<file path="config.mk">
export PLATFORM = sky130hd
export DESIGN_NAME = soda_controller_flat
export DESIGN_NICKNAME = d
export VERILOG_FILES = /design/src/rtl/soda_pkg.sv /design/src/rtl/soda_if.sv /design/src/rtl/soda_timer.sv /design/src/rtl/soda_controller.sv /design/src/flat_wrapper.sv
export SDC_FILE = /design/constraint.sdc
export NUM_CORES = 1
export LEC_CHECK = 0
export ABC_AREA = 1
export BUFFER_PORTS_ARGS = -buffer_cell sky130_fd_sc_hd__buf_4
export CORE_MARGIN = 2
export CORE_UTILIZATION = 50
export CTS_BUF_LIST = sky130_fd_sc_hd__clkbuf_2 sky130_fd_sc_hd__clkbuf_4 sky130_fd_sc_hd__clkbuf_8
export CTS_CLUSTER_SIZE = 20
export DETAILED_ROUTE_END_ITERATION = 12
export PLACE_DENSITY = 0.77
export SLEW_MARGIN = 20
export SYNTH_ARGS = -nofsm -noshare
export SYNTH_HDL_FRONTEND = slang
export SYNTH_SLANG_ARGS = --single-unit
</file>
<file path="constraint.sdc">
create_clock -name clk -period 1.2 [get_ports clk]
set_input_delay 0.24 -clock clk [delete_from_list [all_inputs] [get_ports clk]]
set_output_delay 0.24 -clock clk [all_outputs]
set_load 0.03 [all_outputs]
</file>
<file path="src/rtl/soda_pkg.sv">
// Shared types and default parameter values for the soda dispenser controller.
package soda_pkg;

    typedef enum logic [2:0] {
        INIT   = 3'd0,
        WAIT   = 3'd1,
        ADD    = 3'd2,
        DISP   = 3'd3,
        REFUND = 3'd4
    } state_t;

    localparam int DEF_DISP_CYCLES    = 4;
    localparam int DEF_TIMEOUT_CYCLES = 1000;
    localparam int DEF_TIMER_W        = 10;

endpackage

</file>
<file path="src/rtl/soda_if.sv">
// Control/status link between the soda controller and the SodaDatapath.
interface soda_if;

    logic tot_ld;
    logic tot_clr;
    logic tot_lt_s;

    modport master (output tot_ld, output tot_clr, input tot_lt_s);
    modport slave  (input tot_ld, input tot_clr, output tot_lt_s);

endinterface

</file>
<file path="src/rtl/soda_timer.sv">
// Up-counter with synchronous clear and enable, shared by the idle-timeout
// and dispense-hold functions of the controller.
module soda_timer #(
    parameter int TIMER_W = 10
) (
    input  logic               clk,
    input  logic               rst_n,
    input  logic               clr,
    input  logic               en,
    output logic [TIMER_W-1:0] count
);

    always_ff @(posedge clk or negedge rst_n) begin
        if (!rst_n) begin
            count <= '0;
        end else if (clr) begin
            count <= '0;
        end else if (en) begin
            count <= count + TIMER_W'(1);
        end
    end

endmodule

</file>
<file path="src/rtl/soda_controller.sv">
// Soda dispenser control FSM: coin edge detect, one-deep coin buffer,
// dispense hold and idle-credit refund, driving the datapath via soda_if.
module soda_controller
    import soda_pkg::*;
#(
    parameter int DISP_CYCLES    = DEF_DISP_CYCLES,
    parameter int TIMEOUT_CYCLES = DEF_TIMEOUT_CYCLES,
    parameter int TIMER_W        = DEF_TIMER_W
) (
    input  logic   clk,
    input  logic   rst_n,
    input  logic   c,
    soda_if.master dp,
    output logic   d,
    output logic   refund,
    output logic   coin_reject,
    output logic   busy
);

    localparam logic [TIMER_W-1:0] DISP_LAST    = TIMER_W'(DISP_CYCLES - 1);
    localparam logic [TIMER_W-1:0] TIMEOUT_LAST = TIMER_W'(TIMEOUT_CYCLES - 1);

    state_t               state;
    state_t               state_next;
    logic                 c_q;
    logic                 coin_rise;
    logic                 pending;
    logic                 pending_next;
    logic                 credit;
    logic                 credit_next;
    logic                 reject_next;
    logic                 buffer_coin;
    logic                 timer_clr;
    logic                 timer_en;
    logic [TIMER_W-1:0]   timer;

    assign coin_rise = c & ~c_q;

    soda_timer #(.TIMER_W(TIMER_W)) u_timer (
        .clk   (clk),
        .rst_n (rst_n),
        .clr   (timer_clr),
        .en    (timer_en),
        .count (timer)
    );

    always_ff @(posedge clk or negedge rst_n) begin
        if (!rst_n) begin
            state       <= INIT;
            c_q         <= 1'b0;
            pending     <= 1'b0;
            credit      <= 1'b0;
            coin_reject <= 1'b0;
        end else begin
            state       <= state_next;
            c_q         <= c;
            pending     <= pending_next;
            credit      <= credit_next;
            coin_reject <= reject_next;
        end
    end

    always_comb begin
        state_next   = state;
        pending_next = pending;
        credit_next  = credit;
        reject_next  = 1'b0;
        buffer_coin  = 1'b0;
        timer_clr    = 1'b0;
        timer_en     = 1'b0;

        case (state)
            INIT: begin
                credit_next = 1'b0;
                timer_clr   = 1'b1;
                buffer_coin = coin_rise;
                state_next  = WAIT;
            end
            WAIT: begin
                if (!dp.tot_lt_s) begin
                    timer_clr   = 1'b1;
                    buffer_coin = coin_rise;
                    state_next  = DISP;
                end else if (coin_rise | pending) begin
                    // A fresh edge arriving while the buffered coin is consumed takes its slot.
                    pending_next = pending & coin_rise;
                    timer_clr    = 1'b1;
                    state_next   = ADD;
                end else if (credit && (timer == TIMEOUT_LAST)) begin
                    state_next = REFUND;
                end else begin
                    timer_en = credit;
                end
            end
            ADD: begin
                credit_next = 1'b1;
                buffer_coin = coin_rise;
                state_next  = WAIT;
            end
            DISP: begin
                timer_en    = 1'b1;
                buffer_coin = coin_rise;
                if (timer == DISP_LAST) begin
                    state_next = INIT;
                end
            end
            REFUND: begin
                buffer_coin = coin_rise;
                state_next  = INIT;
            end
            default: begin
                state_next = INIT;
            end
        endcase

        if (buffer_coin) begin
            if (pending) begin
                reject_next = 1'b1;
            end else begin
                pending_next = 1'b1;
            end
        end
    end

    assign dp.tot_clr = (state == INIT);
    assign dp.tot_ld  = (state == ADD);
    assign d          = (state == DISP);
    assign refund     = (state == REFUND);
    assign busy       = (state != WAIT);

endmodule

</file>
<file path="src/flat_wrapper.sv">
// flat-port wrapper written by rule: the top's interface ports become plain ports
module soda_controller_flat import soda_pkg::*;
#(
    parameter int DISP_CYCLES    = DEF_DISP_CYCLES,
    parameter int TIMEOUT_CYCLES = DEF_TIMEOUT_CYCLES,
    parameter int TIMER_W        = DEF_TIMER_W
)
  (clk, rst_n, c, d, refund, coin_reject, busy, dp_tot_ld, dp_tot_clr, dp_tot_lt_s);
  soda_if dp_i ();
  input  logic clk;
  input  logic rst_n;
  input  logic c;
  output logic d;
  output logic refund;
  output logic coin_reject;
  output logic busy;
  output wire logic [$bits(dp_i.tot_ld)-1:0] dp_tot_ld;
  output wire logic [$bits(dp_i.tot_clr)-1:0] dp_tot_clr;
  input wire logic [$bits(dp_i.tot_lt_s)-1:0] dp_tot_lt_s;
  assign dp_tot_ld = dp_i.tot_ld;
  assign dp_tot_clr = dp_i.tot_clr;
  assign dp_i.tot_lt_s = dp_tot_lt_s;
  soda_controller #(.DISP_CYCLES(DISP_CYCLES), .TIMEOUT_CYCLES(TIMEOUT_CYCLES), .TIMER_W(TIMER_W)) u_core (.clk(clk), .rst_n(rst_n), .c(c), .dp(dp_i), .d(d), .refund(refund), .coin_reject(coin_reject), .busy(busy));
endmodule
</file>
# Yosys cells after proc, flatten, opt, wreduce, memory -nomap -nowiden
# Index checks and enable logic that the tools add are counted.
[totals] ff_bits=17 word_cells=51 out_inout_bits=6
[classes] eq_ne=9 n_addsub=1 muxes=24 bitwise=4 reduce_logical=7
[op_table] cell="two-way mux 10 bit" n=2
[op_table] cell="two-way mux 1 bit" n=13
[op_table] cell="two-way mux 3 bit" n=4
[op_table] cell="adder 10 x 1 -> 10 bit, second input constant" n=1
[op_table] cell="== test 10 bit, second input constant" n=1
[op_table] cell="== test 10 x 2 -> 1 bit, second input constant" n=1
[op_table] cell="case mux 3 bit (3 select lines)" n=1
[op_table] cell="case mux 1 bit (2 select lines)" n=4
[op_table] cell="== test 3 x 2 -> 1 bit, second input constant" n=2
[op_table] cell="inequality test 4 x 2 -> 1 bit, second input constant" n=1
[op_table] cell="nonzero test 2 bit" n=2
[op_table] cell="OR reduction 4 bit" n=1
[op_table] cell="== test 3 x 1 -> 1 bit, second input constant" n=1
[op_table] cell="== test 3 bit, second input constant" n=1
[op_table] cell="logical NOT 3 bit" n=1
[op_table] cell="inequality test 3 x 1 -> 1 bit, second input constant" n=1
[op_table] cell="AND 1 bit" n=2
[op_table] cell="inequality test 2 x 1 -> 1 bit, second input constant" n=1
[op_table] cell="AND reduction 2 bit" n=1
[op_table] cell="OR reduction 2 bit" n=1
[op_table] cell="logical AND 1 bit" n=1
[op_table] cell="inverter 1 bit" n=1
[op_table] cell="OR 1 bit" n=1

# Logic depth before layout (Yosys ltp)
[logic_depth] depth_word=8 ltp_mapped=9

# By module
# From an unflattened synthesis, not the netlist that was laid out.
[unflattened] cells_unflattened=136 hier_area_um2=978.4
[by_module_without_submodules] module="soda_timer" area_each_um2=545.5 n_inst=1 cells_each=73 seq_area_each_um2=250.2
[by_module_without_submodules] module="soda_controller" area_each_um2=432.9 n_inst=1 cells_each=63 seq_area_each_um2=175.2

# Worst setup path after synthesis
# No wires, ideal clock.
[synth_timing] path_kind="flip-flop to flip-flop" from="register u_core.state[0]" to="register u_core.u_timer.count[0]" synth_period_minus_slack_ps=1508 stages_incl_launch_ff=7 path_slack_ps=-308 t_required_ps=1083 arrival_ps=1390 path_cell_list="dfrtp_1 > or2_4 > nor2_2 > a21oi_4 > buf_6 > nand4_1 > nand2_1"
[synth_via] elab_chain_cells=3 elab_cells_between_ends=7 cone_classes="eq/ne: 2; mux: 3; reduce/logical: 2"
[synth_rtl] item="start: declaration" line="soda_controller.sv:23" rtl="state_t state;"
[synth_rtl] item="start signal: assignment" line="soda_controller.sv:55" rtl="state <= state_next;"
[synth_rtl] item="logical NOT 3 bit *"
[synth_rtl] item="named net dp_tot_clr" line="flat_wrapper.sv:18" rtl="output wire logic [$bits(dp_i.tot_clr)-1:0] dp_tot_clr;"
[synth_rtl] item="case mux 1 bit (2 select lines) *" line="soda_controller.sv:72" rtl="case (state)"
[synth_rtl] item="two-way mux 10 bit or nonzero test 2 bit (tied branches)"
[synth_rtl] item="end signal: assignment" line="soda_timer.sv:19" rtl="count <= count + TIMER_W'(1);"
[synth_rtl] item="end: declaration" line="soda_timer.sv:10" rtl="output logic [TIMER_W-1:0] count"
# The timed path passes the listed nets; every way through them passes the cells marked *.
# A chain may end at the register's enable or synchronous reset.

# Worst setup path after layout
[layout_timing] from="register u_core.state[2]" to="register u_core.u_timer.count[9]"
[layout_via] elab_chain_cells=3 elab_cells_between_ends=7 cone_classes="eq/ne: 2; mux: 3; reduce/logical: 2"
[layout_rtl] item="== test 3 x 1 -> 1 bit (tied with other cells)" line="soda_controller.sv:72"
[layout_rtl] item="case mux 1 bit (2 select lines)" line="soda_controller.sv:72"
[layout_rtl] item="two-way mux 10 bit or nonzero test 2 bit (tied branches)"
# Several ways; a longest one is shown, not always the timed one.

==> impl_metrics.csv <==
group,metric,value,unit
outcome,outcome,"complete, but fails checks",
outcome,violations,"negative setup slack",
run,max_cap_viol_count,0,
final_layout,layout_common_cells,"nand2_1, buf_4, buf_6, dfrtp_1",
worst_setup_path,cp_slowest_stage_delay,0.41,ns
power_and_ir_drop,p_switching,1.68,mW
final_layout,final_common_cell,"nand2_1",
timing,rsz0062_at_grt,"yes",
timing,slew_viol_final,0,
power_and_ir_drop,p_comb_share,67.5,%
worst_setup_path,cp.required,1.40,ns
final_layout,antenna_cells,0,
logic_synthesis,synth_warnings,0,
final_layout,drive_gt1_share,46.3,%
global_route,antenna_found_initial,0,
global_route,grt_max_degree,18,
timing,period_needed,1.50,ns
power_and_ir_drop,ir_worst_vdd,0.00176,V
worst_setup_path,reg2reg_depth,6,
clock_tree,cts_buffer_depth,2,
worst_setup_path,r2r_setup_slack,-0.30,ns
worst_setup_path,arrival,1.70,ns
clock_tree,cts_buffers,3,
power_and_ir_drop,pwr-share-clk,9.4,%
final_layout,nFillCells,121,
power_and_ir_drop,seqPwrFrac,23.1,%
timing,fin_crit_sh,125,%
clock_tree,clock-sinks,17,
timing,slew_headroom,77.8,%
timing,setup_slack,-0.302,ns
worst_setup_path,worst-path-max-fanout,6,
worst_setup_path,worstSetupStartpoint,"u_core.state[2]",
power_and_ir_drop,p_leak,0.826,nW
power_and_ir_drop,internal_power,1.81,mW
timing,worst_slew_pin_slew,0.332,ns
logic_synthesis,synth_cell_types,24,
worst_setup_path,crit_path_start_kind,"flip-flop",
power_and_ir_drop,p_sw_share,48.2,%
routing,route.detailed.drc,0,
placed_design,routabilityCongestion,0.894,
logic_synthesis,syn_inst,158,
logic_synthesis,synth_fp_nets,163,
worst_setup_path,slowest_stage,"dfrtp_1",
global_route,first_global_vias,1253,
die,std_cell_rows,17,
timing,holdWs,0.161,ns
clock_tree,clk_latency,0.30,ns
die,ios,10,
global_route,global_route.usage.total,28.7,%
global_route,grt_first_pass_wirelength,5490,um
worst_setup_path,cp-endpoint,"u_core.u_timer.count[9]",
worst_setup_path,timing.rr.start,"u_core.state[2]",
clock_tree,cts.htree.levels,1,
routing,ant_nets,0,
timing,fmax,0.666,GHz
timing,setup_viol,20,
routing,drt_first_pass_iters,4,
worst_setup_path,path_cells,"or2_4, buf_4, o21ai_2, nor2_1, nand2_2, nand2_1",
logic_synthesis,seq_area_frac_synth,38.2,%
clock_tree,cts_tree,"yes",
routing,avgViaCountPerCell,5.70,
logic_synthesis,synthesis.area,1110,um2
final_layout,regArea,428,um2
worst_setup_path,regToRegEndpoint,"u_core.u_timer.count[9]",
placed_design,hpwl,2220,um
clock_tree,clkTransAtPathRegs,0.11,ns
die,coreArea,2170,um2
power_and_ir_drop,p_per_area,2060,nW/um2
timing,skew,0.00366,ns
die,die_w,51.2,um
worst_setup_path,critical_path_class,"flip-flop to flip-flop",
global_route,overflow,0,
placed_design,numPortBuffers,9,
final_layout,post-route-util,78.1,%
final_layout,multi_input_area,702,um2
die,die_h,51.2,um
logic_synthesis,syn_avg_cell_area,7.06,um2
die,initial_core_util,51.4,%
timing,tns,-4.20,ns
min_path,min_path_type,"input pin to flip-flop",
final_layout,area_growth_syn_to_layout,52.1,%
routing,num_vias,1329,
timing,finalHoldViolations,0,
final_layout,nets,211,
routing,drt_wl_total,3860,um
die,die_area,2620,um2
logic_synthesis,ys_seq_elements,17,
clock_tree,clockRootBuffer,"clkbuf_4",
routing,wl_per_cell,16.6,um
routing,drtIter0Drc,62,
worst_setup_path,end_kind,"flip-flop",
-- cell families after synthesis --
kind of cell | Yosys count | synth area share [%]
AO/OA/AOI/OAI | 10 | 5.95
XOR/XNOR | 3 | 2.36
adder cells (fa/ha/maj) | 1 | 1.12
buffers and inverters | 24 | 9.88
flip-flops | 17 | 38.2
AND/OR/NAND/NOR | 103 | 42.5
-- worst min-delay path by stage --
stage / start / to / cells after the start
floorplan: rst_n / u_core.c_q / 0
global placement: rst_n / u_core.state[0] / 1
detailed placement: rst_n / u_core.credit / 1
CTS: c / u_core.c_q / 2
global route: c / u_core.c_q / 2
finish: c / u_core.c_q / 2
-- worst max-delay path: cells and delay by family, from the launching register on --
family	cells	cell delay, ns
and+or+nand+nor	4	0.56
DFF	1	0.41
AOI/OAI and AO/OA	1	0.28
buffers and inverters	1	0.15
-- flip-flops by register name (all words and copies together), names as in the netlist --
register              count
u_core.u_timer.count     10
u_core.state              3
u_core.c_q                1
u_core.coin_reject        1
u_core.credit             1
u_core.pending            1
-- per-stage QoR --
step	cell area [um2]	instances	setup WS [ns]	power, mW
after CTS	1600	229	-0.275	3.14
after global placement	1420	216	-0.216	2.45
after global routing	1700	233	-0.365	3.63
after floorplan	1150	158	-0.185	1.90
final	1700	233	-0.302	3.49
after detailed placement	1420	216	-0.280	2.52
-- final cells by class --
class	count	share of cell area, %
clock inverter	1	0.295
clock buffer	3	1.33
timing repair buffer	47	25.0
inverter	20	4.65
multi-input combinational	117	41.4
sequential	17	25.2
tap	28	2.07
-- power by group through the flow --
stage | Sequential (mW) | Combinational [mW] | Clock [mW]
finish | 0.805 | 2.35 | 0.329
global route | 0.811 | 2.48 | 0.346
CTS | 0.793 | 2.03 | 0.318
detailed placement | 0.812 | 1.70 | 0
global placement | 0.803 | 1.64 | 0
floorplan | 0.847 | 1.05 | 0
-- synth_stat cells --
cell      instances  share of area, %
buf_2             2              0.90
inv_4             1              0.56
nor2_2            3               1.7
o21ai_1           1              0.45
xor2_1            3               2.4
nor3_1            2              0.90
inv_2             3               1.0
a21oi_4           1               1.5
nor2_1           20               6.7
nand3_2           2               1.8
nand2_1          50                17
nand3_4           1               1.6
ha_1              1               1.1
buf_6             2               2.0
a21oi_1           3               1.3
o21ai_0           3               1.3
o21a_1            1              0.67
dfrtp_1          17                38
nand4_1          13               7.3
or2_4             1              0.79
o211ai_1          1              0.67
nand3_1          11               4.9
clkinv_1          1              0.34
inv_1            15               5.1
-- metal layers --
metal | GRT usage [%] | routed length [um] | part of all wire (%) | vias up
li1 | - | - | - | 603
met1 | 32.8 | 1440 | 37 | 632
met2 | 51.7 | 2030 | 53 | 71
met3 | 4.97 | 205 | 5.3 | 23
met4 | 13.6 | 182 | 4.7 | 0
met5 | 0 | 0 | 0 | -
-- repair_timing --
item | CTS | global route
resized for setup | 22 | 25
hold buffers | 1 | 0
setup endpoints to repair | 18 | 20
pin swaps | 6 | 10
hold endpoints to repair | 17 | 0
setup buffers | 8 | 4
No activity file was read; power rests on OpenSTA's default activity.
